==> src/rtl/microc_pkg.sv <==
// Shared definitions for the microc control unit: opcode encodings,
// ALU-prefix bit position, LI prefix helper and the control FSM states.
package microc_pkg;

  // Opcode bit that marks an ALU instruction (1xxxxx).
  localparam int OPC_ALU_BIT = 5;
  // LI is matched on opcode[5:2] only (0001xx).
  localparam int OPC_LI_LSB = 2;

  localparam logic [5:0] OPC_NOP  = 6'b000000;
  localparam logic [5:0] OPC_LI   = 6'b000100;
  localparam logic [5:0] OPC_J    = 6'b010000;
  localparam logic [5:0] OPC_JZ   = 6'b010001;
  localparam logic [5:0] OPC_JNZ  = 6'b010010;
  localparam logic [5:0] OPC_CALL = 6'b010011;
  localparam logic [5:0] OPC_RET  = 6'b010100;
  localparam logic [5:0] OPC_HLT  = 6'b011111;

  typedef enum logic [0:0] {
    ST_RUN  = 1'b0,
    ST_HALT = 1'b1
  } state_t;

  // True for any opcode in the LI group (low two bits are don't-care).
  function automatic logic is_li(input logic [5:0] opc);
    return (opc[5:OPC_LI_LSB] == OPC_LI[5:OPC_LI_LSB]);
  endfunction

endpackage

==> src/rtl/microc_ras.sv <==
// Hardware return-address stack for microc_cu.
// Build option MICROC_CU_TRAP_EN: when defined, an overflowing push is
// dropped and an underflowing pop leaves sp at 0 (the CU halts the core).
// When undefined, overflow drops the oldest entry to make room and
// underflow wraps sp to DEPTH-1, exposing stale contents.
module microc_ras #(
  parameter int PC_W  = 10,
  parameter int DEPTH = 4
) (
  input  logic            clk,
  input  logic            reset,
  input  logic            push,
  input  logic            pop,
  input  logic [PC_W-1:0] push_data,
  output logic [PC_W-1:0] ret_addr,
  output logic            overflow,
  output logic            underflow
);

  localparam int IDX_W = $clog2(DEPTH);
  localparam int SP_W  = IDX_W + 1;

  logic [PC_W-1:0] entry_r [DEPTH];
  logic [SP_W-1:0] sp_r;
  logic            full_s;
  logic            empty_s;
  logic [IDX_W-1:0] top_idx_s;
  logic [IDX_W-1:0] wr_idx_s;

  // Stack status, top-of-stack read and error pulses.
  always_comb begin
    full_s    = (sp_r == SP_W'(DEPTH));
    empty_s   = (sp_r == {SP_W{1'b0}});
    top_idx_s = IDX_W'(sp_r - {{(SP_W-1){1'b0}}, 1'b1});
    wr_idx_s  = IDX_W'(sp_r);
    overflow  = push & full_s;
    underflow = pop & empty_s;
    if (empty_s) begin
      ret_addr = {PC_W{1'b0}};
    end else begin
      ret_addr = entry_r[top_idx_s];
    end
  end

  // Storage and stack-pointer update on push/pop.
  always_ff @(posedge clk or negedge reset) begin
    if (!reset) begin
      sp_r <= {SP_W{1'b0}};
      for (int i = 0; i < DEPTH; i++) begin
        entry_r[i] <= {PC_W{1'b0}};
      end
    end else if (push && !full_s) begin
      entry_r[wr_idx_s] <= push_data;
      sp_r <= sp_r + {{(SP_W-1){1'b0}}, 1'b1};
    end else if (push && full_s) begin
`ifdef MICROC_CU_TRAP_EN
      // Overflowing push is dropped; the CU traps into HALT.
      sp_r <= sp_r;
`else
      // Circular: shift out the oldest entry, new address becomes top.
      for (int i = 0; i < DEPTH-1; i++) begin
        entry_r[i] <= entry_r[i+1];
      end
      entry_r[DEPTH-1] <= push_data;
`endif
    end else if (pop && !empty_s) begin
      sp_r <= sp_r - {{(SP_W-1){1'b0}}, 1'b1};
    end else if (pop && empty_s) begin
`ifdef MICROC_CU_TRAP_EN
      sp_r <= {SP_W{1'b0}};
`else
      sp_r <= SP_W'(DEPTH-1);
`endif
    end else begin
      sp_r <= sp_r;
    end
  end

endmodule

==> src/rtl/microc_cu.sv <==
// Control unit for the microc single-cycle processor: opcode/z decode,
// RUN/HALT FSM, subroutine call/return via microc_ras and sticky stack
// error flags. Build option MICROC_CU_TRAP_EN makes stack errors halt.
module microc_cu
  import microc_pkg::*;
#(
  parameter int PC_W  = 10,
  parameter int DEPTH = 4
) (
  input  logic            clk,
  input  logic            reset,
  input  logic [5:0]      opcode,
  input  logic            z,
  input  logic [PC_W-1:0] pc_inc,
  output logic            s_inc,
  output logic            s_inm,
  output logic            we3,
  output logic            wez,
  output logic [2:0]      Op,
  output logic            s_ret,
  output logic [PC_W-1:0] ret_addr,
  output logic            pc_en,
  output logic            halted,
  output logic            ovf,
  output logic            unf
);

  state_t          state_r;
  logic            ovf_r;
  logic            unf_r;
  logic            dec_inc_s, dec_inm_s, dec_we3_s, dec_wez_s, dec_ret_s, dec_pcen_s;
  logic [2:0]      dec_op_s;
  logic            push_s, pop_s, hlt_s;
  logic [PC_W-1:0] ras_top_s;
  logic            ras_ovf_s, ras_unf_s;

  microc_ras #(.PC_W(PC_W), .DEPTH(DEPTH)) u_ras (
    .clk       (clk),
    .reset     (reset),
    .push      (push_s),
    .pop       (pop_s),
    .push_data (pc_inc),
    .ret_addr  (ras_top_s),
    .overflow  (ras_ovf_s),
    .underflow (ras_unf_s)
  );

  // Instruction decode; HALT overrides everything with a frozen PC.
  always_comb begin
    dec_inc_s  = 1'b1;
    dec_inm_s  = 1'b0;
    dec_we3_s  = 1'b0;
    dec_wez_s  = 1'b0;
    dec_ret_s  = 1'b0;
    dec_pcen_s = 1'b1;
    dec_op_s   = 3'b000;
    push_s     = 1'b0;
    pop_s      = 1'b0;
    hlt_s      = 1'b0;
    if (state_r == ST_RUN) begin
      if (opcode[OPC_ALU_BIT]) begin
        dec_we3_s = 1'b1;
        dec_wez_s = 1'b1;
        dec_op_s  = opcode[2:0];
      end else if (is_li(opcode)) begin
        dec_inm_s = 1'b1;
        dec_we3_s = 1'b1;
      end else begin
        case (opcode)
          OPC_J:    dec_inc_s = 1'b0;
          OPC_JZ:   dec_inc_s = ~z;
          OPC_JNZ:  dec_inc_s = z;
          OPC_CALL: begin
            dec_inc_s = 1'b0;
            push_s    = 1'b1;
          end
          OPC_RET:  begin
            dec_ret_s = 1'b1;
            pop_s     = 1'b1;
          end
          OPC_HLT:  hlt_s = 1'b1;
          default:  dec_inc_s = 1'b1;
        endcase
      end
    end else begin
      dec_pcen_s = 1'b0;
    end
  end

  // Output stage: reset forces every output to its idle value.
  always_comb begin
    if (!reset) begin
      s_inc    = 1'b1;
      s_inm    = 1'b0;
      we3      = 1'b0;
      wez      = 1'b0;
      Op       = 3'b000;
      s_ret    = 1'b0;
      ret_addr = {PC_W{1'b0}};
      pc_en    = 1'b0;
      halted   = 1'b0;
      ovf      = 1'b0;
      unf      = 1'b0;
    end else begin
      s_inc    = dec_inc_s;
      s_inm    = dec_inm_s;
      we3      = dec_we3_s;
      wez      = dec_wez_s;
      Op       = dec_op_s;
      s_ret    = dec_ret_s;
      ret_addr = ras_top_s;
      pc_en    = dec_pcen_s;
      halted   = (state_r == ST_HALT);
      ovf      = ovf_r;
      unf      = unf_r;
    end
  end

  // RUN/HALT state machine and sticky stack-error flags.
  always_ff @(posedge clk or negedge reset) begin
    if (!reset) begin
      state_r <= ST_RUN;
      ovf_r   <= 1'b0;
      unf_r   <= 1'b0;
    end else begin
      ovf_r <= ovf_r | ras_ovf_s;
      unf_r <= unf_r | ras_unf_s;
      case (state_r)
        ST_RUN: begin
`ifdef MICROC_CU_TRAP_EN
          if (hlt_s || ras_ovf_s || ras_unf_s) begin
`else
          if (hlt_s) begin
`endif
            state_r <= ST_HALT;
          end else begin
            state_r <= ST_RUN;
          end
        end
        ST_HALT: state_r <= ST_HALT;
        default: state_r <= ST_RUN;
      endcase
    end
  end

endmodule

==> config.mk <==
export PLATFORM = sky130hd
export DESIGN_NAME = microc_cu
export DESIGN_NICKNAME = d
export VERILOG_FILES = /design/src/rtl/microc_pkg.sv /design/src/rtl/microc_ras.sv /design/src/rtl/microc_cu.sv
export SDC_FILE = /design/constraint.sdc
export NUM_CORES = 1
export LEC_CHECK = 0
export CELL_PAD_IN_SITES_DETAIL_PLACEMENT = 2
export CELL_PAD_IN_SITES_GLOBAL_PLACEMENT = 2
export CORE_UTILIZATION = 37
export CTS_CLUSTER_SIZE = 10
export DETAILED_ROUTE_END_ITERATION = 10
export PLACE_DENSITY_LB_ADDON = 0.1
export SLEW_MARGIN = 10
export SYNTH_ARGS = -nofsm -noshare
export SYNTH_HDL_FRONTEND = slang
export SYNTH_SLANG_ARGS = --single-unit
==> constraint.sdc <==
create_clock -name clk -period 3.2 [get_ports clk]
set_input_delay 0.32 -clock clk [delete_from_list [all_inputs] [get_ports clk]]
set_output_delay 0.32 -clock clk [all_outputs]
set_load 0.02 [all_outputs]
Word-level counts from Yosys, hierarchy flattened --
Index checks and enable logic that the tools add are counted. W data, S select, Z words.
Storage, ports and cells: logic and storage cells 94, bits in registers 46, bits of input ports 19
Operators by class: bitwise operators 8, add/subtract/negate cells 2, eq/ne operators 9, reductions and logical operators 12, multiplexer cells 52, magnitude comparators 3
Operators with widths (number):
- $mux W40 | 2
- $mux W10 | 5
- $bwmux W40 | 1
- $eq A6 B5 Y1 const B | 6
- $mux W1 | 33
- $mux W3 | 7
- $bmux W10 S2 | 1
- $demux W10 S2 | 1
- $ge A3 B3 Y1 const B | 2
- $not A2 Y3 | 2
- $logic_and A1 B1 Y1 | 5
- $eq A4 B1 Y1 const B | 1
- $add A3 B1 Y3 const B | 1
- $eq A3 B3 Y1 const B | 1
- $logic_not A3 Y1 | 1
- $lt A3 B1 Y1 const B | 1
- $pmux W1 S3 | 1
- $reduce_bool A3 Y1 | 1
- $sub A3 B1 Y3 const B | 1
- $and A1 B1 Y1 | 2
- $logic_not A1 Y1 | 2
- $ne A2 B1 Y1 const B | 1
- $not A1 Y1 | 2
- $or A1 B1 Y1 | 2
- 4 further kinds | 4

Depth between registers and ports, before layout --
depth in word-level cells 10, depth in mapped cells 8, gate-level depth less buffers 6

Cells and area by module --
A second synthesis with hierarchy kept.
Unflattened totals: cells, all modules 238, area, all modules 2715.1 µm²
Modules (own cells, without submodules):
- microc_ras | times used 1, cells each 197, area each 2394.8 µm², seq. area each 1076.0 µm²
- microc_cu | times used 1, cells each 41, area each 320.3 µm², seq. area each 75.1 µm²

Worst setup path after synthesis --
OpenSTA, ideal clock, no wires.
kind register to output, from register u_ras.sp_r[0], to output port ret_addr[3], stages on the path, launching flop included 8, buffers on the path 3, arrival 2.293 ns, slack 0.587 ns, cells stage by stage dfrtp_1 > clkbuf_1 > inv_1 > ha_1 > clkbuf_1 > buf_2 > mux4_2 > and3_1
Between the ends: cells in the longest elaborated chain, start to end 7, elaborated cells on any way between the ends 8
Ends and longest elaborated chain:
- start: declaration | RTL line microc_ras.sv:24 | logic [SP_W-1:0] sp_r;
- start signal: assignment | RTL line microc_ras.sv:48 | sp_r <= {SP_W{1'b0}};
- start signal: assignment | RTL line microc_ras.sv:54 | sp_r <= sp_r + {{(SP_W-1){1'b0}}, 1'b1};
- start signal: assignment | RTL line microc_ras.sv:67 | sp_r <= sp_r - {{(SP_W-1){1'b0}}, 1'b1};
- $sub A3 B1 Y3 | RTL line microc_ras.sv:34 | top_idx_s = IDX_W'(sp_r - {{(SP_W-1){1'b0}}, 1'b1});
- $not A2 Y3 (not written as such) | RTL line microc_ras.sv:41 | ret_addr = entry_r[top_idx_s];
- $bmux W10 S2 | RTL line microc_ras.sv:41
- $mux W10 (not written as such) (2 in series) | RTL line microc_ras.sv:41
- $mux W10 (*) | RTL line microc_ras.sv:38 | if (empty_s) begin
- $mux W10 (*) | RTL line microc_cu.sv:92 | if (!reset) begin
- end: declaration | RTL line microc_cu.sv:21 | output logic [PC_W-1:0] ret_addr,
Mark *: on every way between the ends. The rest lies on a longest branch, timed or not. The select of a mux whose other input is x is not followed.

Final worst setup path --
from register u_ras.sp_r[1], to output port ret_addr[9]
Same word-level chain as after synthesis.

==> impl_metrics.tcl <==
set metrics [dict create \
    viasPerCell 5.72 \
    finalSetupTns_ns 0 \
    pwr-share-clk_pct 17.7 \
    antenna_found_initial 0 \
    fin_crit_ns 2.98 \
    worst_pin_slew_ns 0.591 \
    swShare_pct 38.2 \
    postCtsSetupRepairBufs 0 \
    die_y_um 89.0 \
    powerDensity_nw_per_um2 734 \
    wirelength_mm 7.71 \
    yosys.area.top_type "dfrtp_1" \
    combPwrFrac_pct 46.9 \
    clock_latency_ns 0.30 \
    cts_resized 0 \
    syn_area_um2 2800 \
    grt_pass1_wl_mm 12.3 \
    synthArstFlopShare_pct 100 \
    internal-power_w 0.00152 \
    seqPwrFrac_pct 35.4 \
    max-vdd-ir-drop_v 0.000231 \
    dieWidth_um 89.0 \
    ys_ff_latch 46 \
    yosys.area.top_type_share_pct 41.1 \
    leakagePower_nw 1.44 \
    fin_crit_sh_pct 93.1 \
    grt_max_degree 53 \
    io_pins 41 \
    vias 2066 \
    final_util_pct 46.0 \
    yosys_warnings 0 \
    fin_skew_ns 0.0112 \
    final_common_cell "dfrtp_1" \
    critPathMaxFanout 8 \
    avgRoutedWirePerCell_um 21.4 \
    fillers 783 \
    first_pass_iters 4 \
    crit_type "reg -> out" \
    cts_tree "built" \
    finalSetupViolations 0 \
    synth_nets 250 \
    rsz0062_at_grt "no" \
    core_area_um2 7290 \
    dpl.hpwl_mm 5.15 \
    clkSlewWorstSetupHoldPaths_ns 0.09 \
    mostFrequentLayoutCells "dfrtp_1, clkdlybuf4s50_1, o22ai_1, a2bb2oi_2, nand2_1" \
    cp_data_required_time_ns 2.88 \
    drc 0 \
    synth-seq-area-share_pct 41.1 \
    drive_gt1_share_pct 27.1 \
    grt_overflow 0 \
    startpoint_type "flip-flop" \
    maxCapViolCount 0 \
    clockRootBuffer "clkbuf_8" \
    clk_path_buf_depth 2 \
    slew_viol_final 0 \
    synth-edff-count 0 \
    synthFlopType "dfrtp_1" \
    ctsHtreeMaxLevel 2 \
    portBuffers 40 \
    num_rows 31 \
    syn2layout_area_growth_pct 19.8 \
    hold_violations 0 \
    start_util_pct 38.4 \
    syn_avg_cell_area_um2 12.4 \
    synth_area_leaders "dfrtp_1, a2bb2oi_2, mux4_2" \
    nets 285 \
    hold_path.class "in -> async" \
    synth_cell_types 43 \
    cts_sinks 46 \
    arrival_ns 2.66 \
    status "complete, no violations" \
    slew_headroom_pct 60.3 \
    gp_congestion 0.708 \
    grt_pass1_vias 2158 \
    grt_usage_pct 21.2 \
    cts-buffers-inserted 5 \
    first_iter_violations 35 \
    postRouteAntennaNets 0 \
    switchingPower_w 0.000942 \
    cp-end-kind "primary output" \
    netlist_instances 226 \
    n_antenna_cell 0 \
    dieArea_um2 7910 \
    max_freq_mhz 336 \
]
[final timing paths]
path / from / endpoint / slack (ns) / cells after the start
worst max-delay path: u_ras.sp_r[1]$_DFFE_PN0P_ / ret_addr[9] / 0.22 / 6
worst min-delay path: reset / u_ras.entry_r[38]$_DFFE_PN0P_ / 0.39 / 2
worst max register to register: u_ras.sp_r[1]$_DFFE_PN0P_ / u_ras.entry_r[26]$_DFFE_PN0P_ / 0.97 / 6
worst min register to register: ovf_r$_DFF_PN0_ / ovf_r$_DFF_PN0_ / 0.47 / 1
max in group asynchronous: reset / u_ras.entry_r[20]$_DFFE_PN0P_ / 2.29 / 3
min in group clk: ovf_r$_DFF_PN0_ / ovf_r$_DFF_PN0_ / 0.47 / 1
[critical path, cell delays in order, from the launching register on]
cell	delay (ns)
dfrtp_1	0.45
inv_1	0.11
ha_1	0.32
buf_4	0.23
mux4_2	0.52
and3_1	0.20
clkdlybuf4s50_1	0.53
[power groups by stage]
stage	Combinational (W)	Clock [W]	Sequential [W]
floorplan	0.000827	0	0.000823
global placement	0.00115	0	0.000871
detailed placement	0.00117	0	0.000879
CTS	0.00117	0.000449	0.000870
global route	0.00125	0.000465	0.000891
finish	0.00115	0.000436	0.000871
[through the flow]
stage / setup WS, ns / hold WS (ns) / cell area [um^2] / std cells / total power, W
3_5_place_dp: 0.540 / 0.174 / 3240 / 352 / 0.00205
5_1_grt: 0.114 / 0.413 / 3350 / 361 / 0.00261
6_report: 0.222 / 0.387 / 3350 / 361 / 0.00246
3_3_place_gp: 0.602 / 0.176 / 3240 / 352 / 0.00202
4_1_cts: 0.202 / 0.379 / 3350 / 361 / 0.00249
2_1_floorplan: 0.587 / 0.0244 / 2800 / 226 / 0.00165
[registers in the layout, summed over array words and instances (netlist names)]
signal	count
ovf_r	1
state_r	1
u_ras.entry_r	40
u_ras.sp_r	3
unf_r	1
[layout make-up]
cell class,count,area (um^2),share of cell area [%]
clock buffers,7,76.3,2.28
clock inverters,1,30.0,0.896
inverters,3,11.3,0.336
multi-input cells,157,1490,44.4
flip-flops and latches,46,1150,34.3
well taps,99,124,3.70
repair buffers,48,470,14.0
[kinds of logic (layout without fill, tap and decap cells)]
logic type / after synthesis / in the layout / synth area share, %
DFF: 46 / 46 / 41.1
adders and majority gates: 5 / 5 / 2.24
AOI/OAI and AO/OA: 66 / 66 / 23.3
muxes: 31 / 31 / 16.0
and+or+nand+nor: 55 / 55 / 11.7
buffers and inverters: 23 / 59 / 5.63
[Yosys cell counts (4+ instances only)]
library cell	n
clkbuf_1	11
a2bb2oi_2	20
and2_1	6
mux4_2	10
o22ai_1	20
ha_1	5
and3_1	14
mux2_2	10
o21ai_2	10
nand2_1	15
buf_6	4
mux2i_1	11
dfrtp_1	46
[layer usage]
metal / track usage (%) / vias up / share of wire, %
met5: 0 / - / 0
li1: - / 946 / -
met4: 4.91 / 0 / 0.58
met1: 28.7 / 1086 / 47
met3: 3.05 / 2 / 2.0
met2: 36.1 / 32 / 50
[repair_timing]
action	CTS	global route
hold endpoints to repair	4	0
hold buffers	1	0
setup endpoints to repair	0	0
No activity file was read; power rests on OpenSTA's default activity.
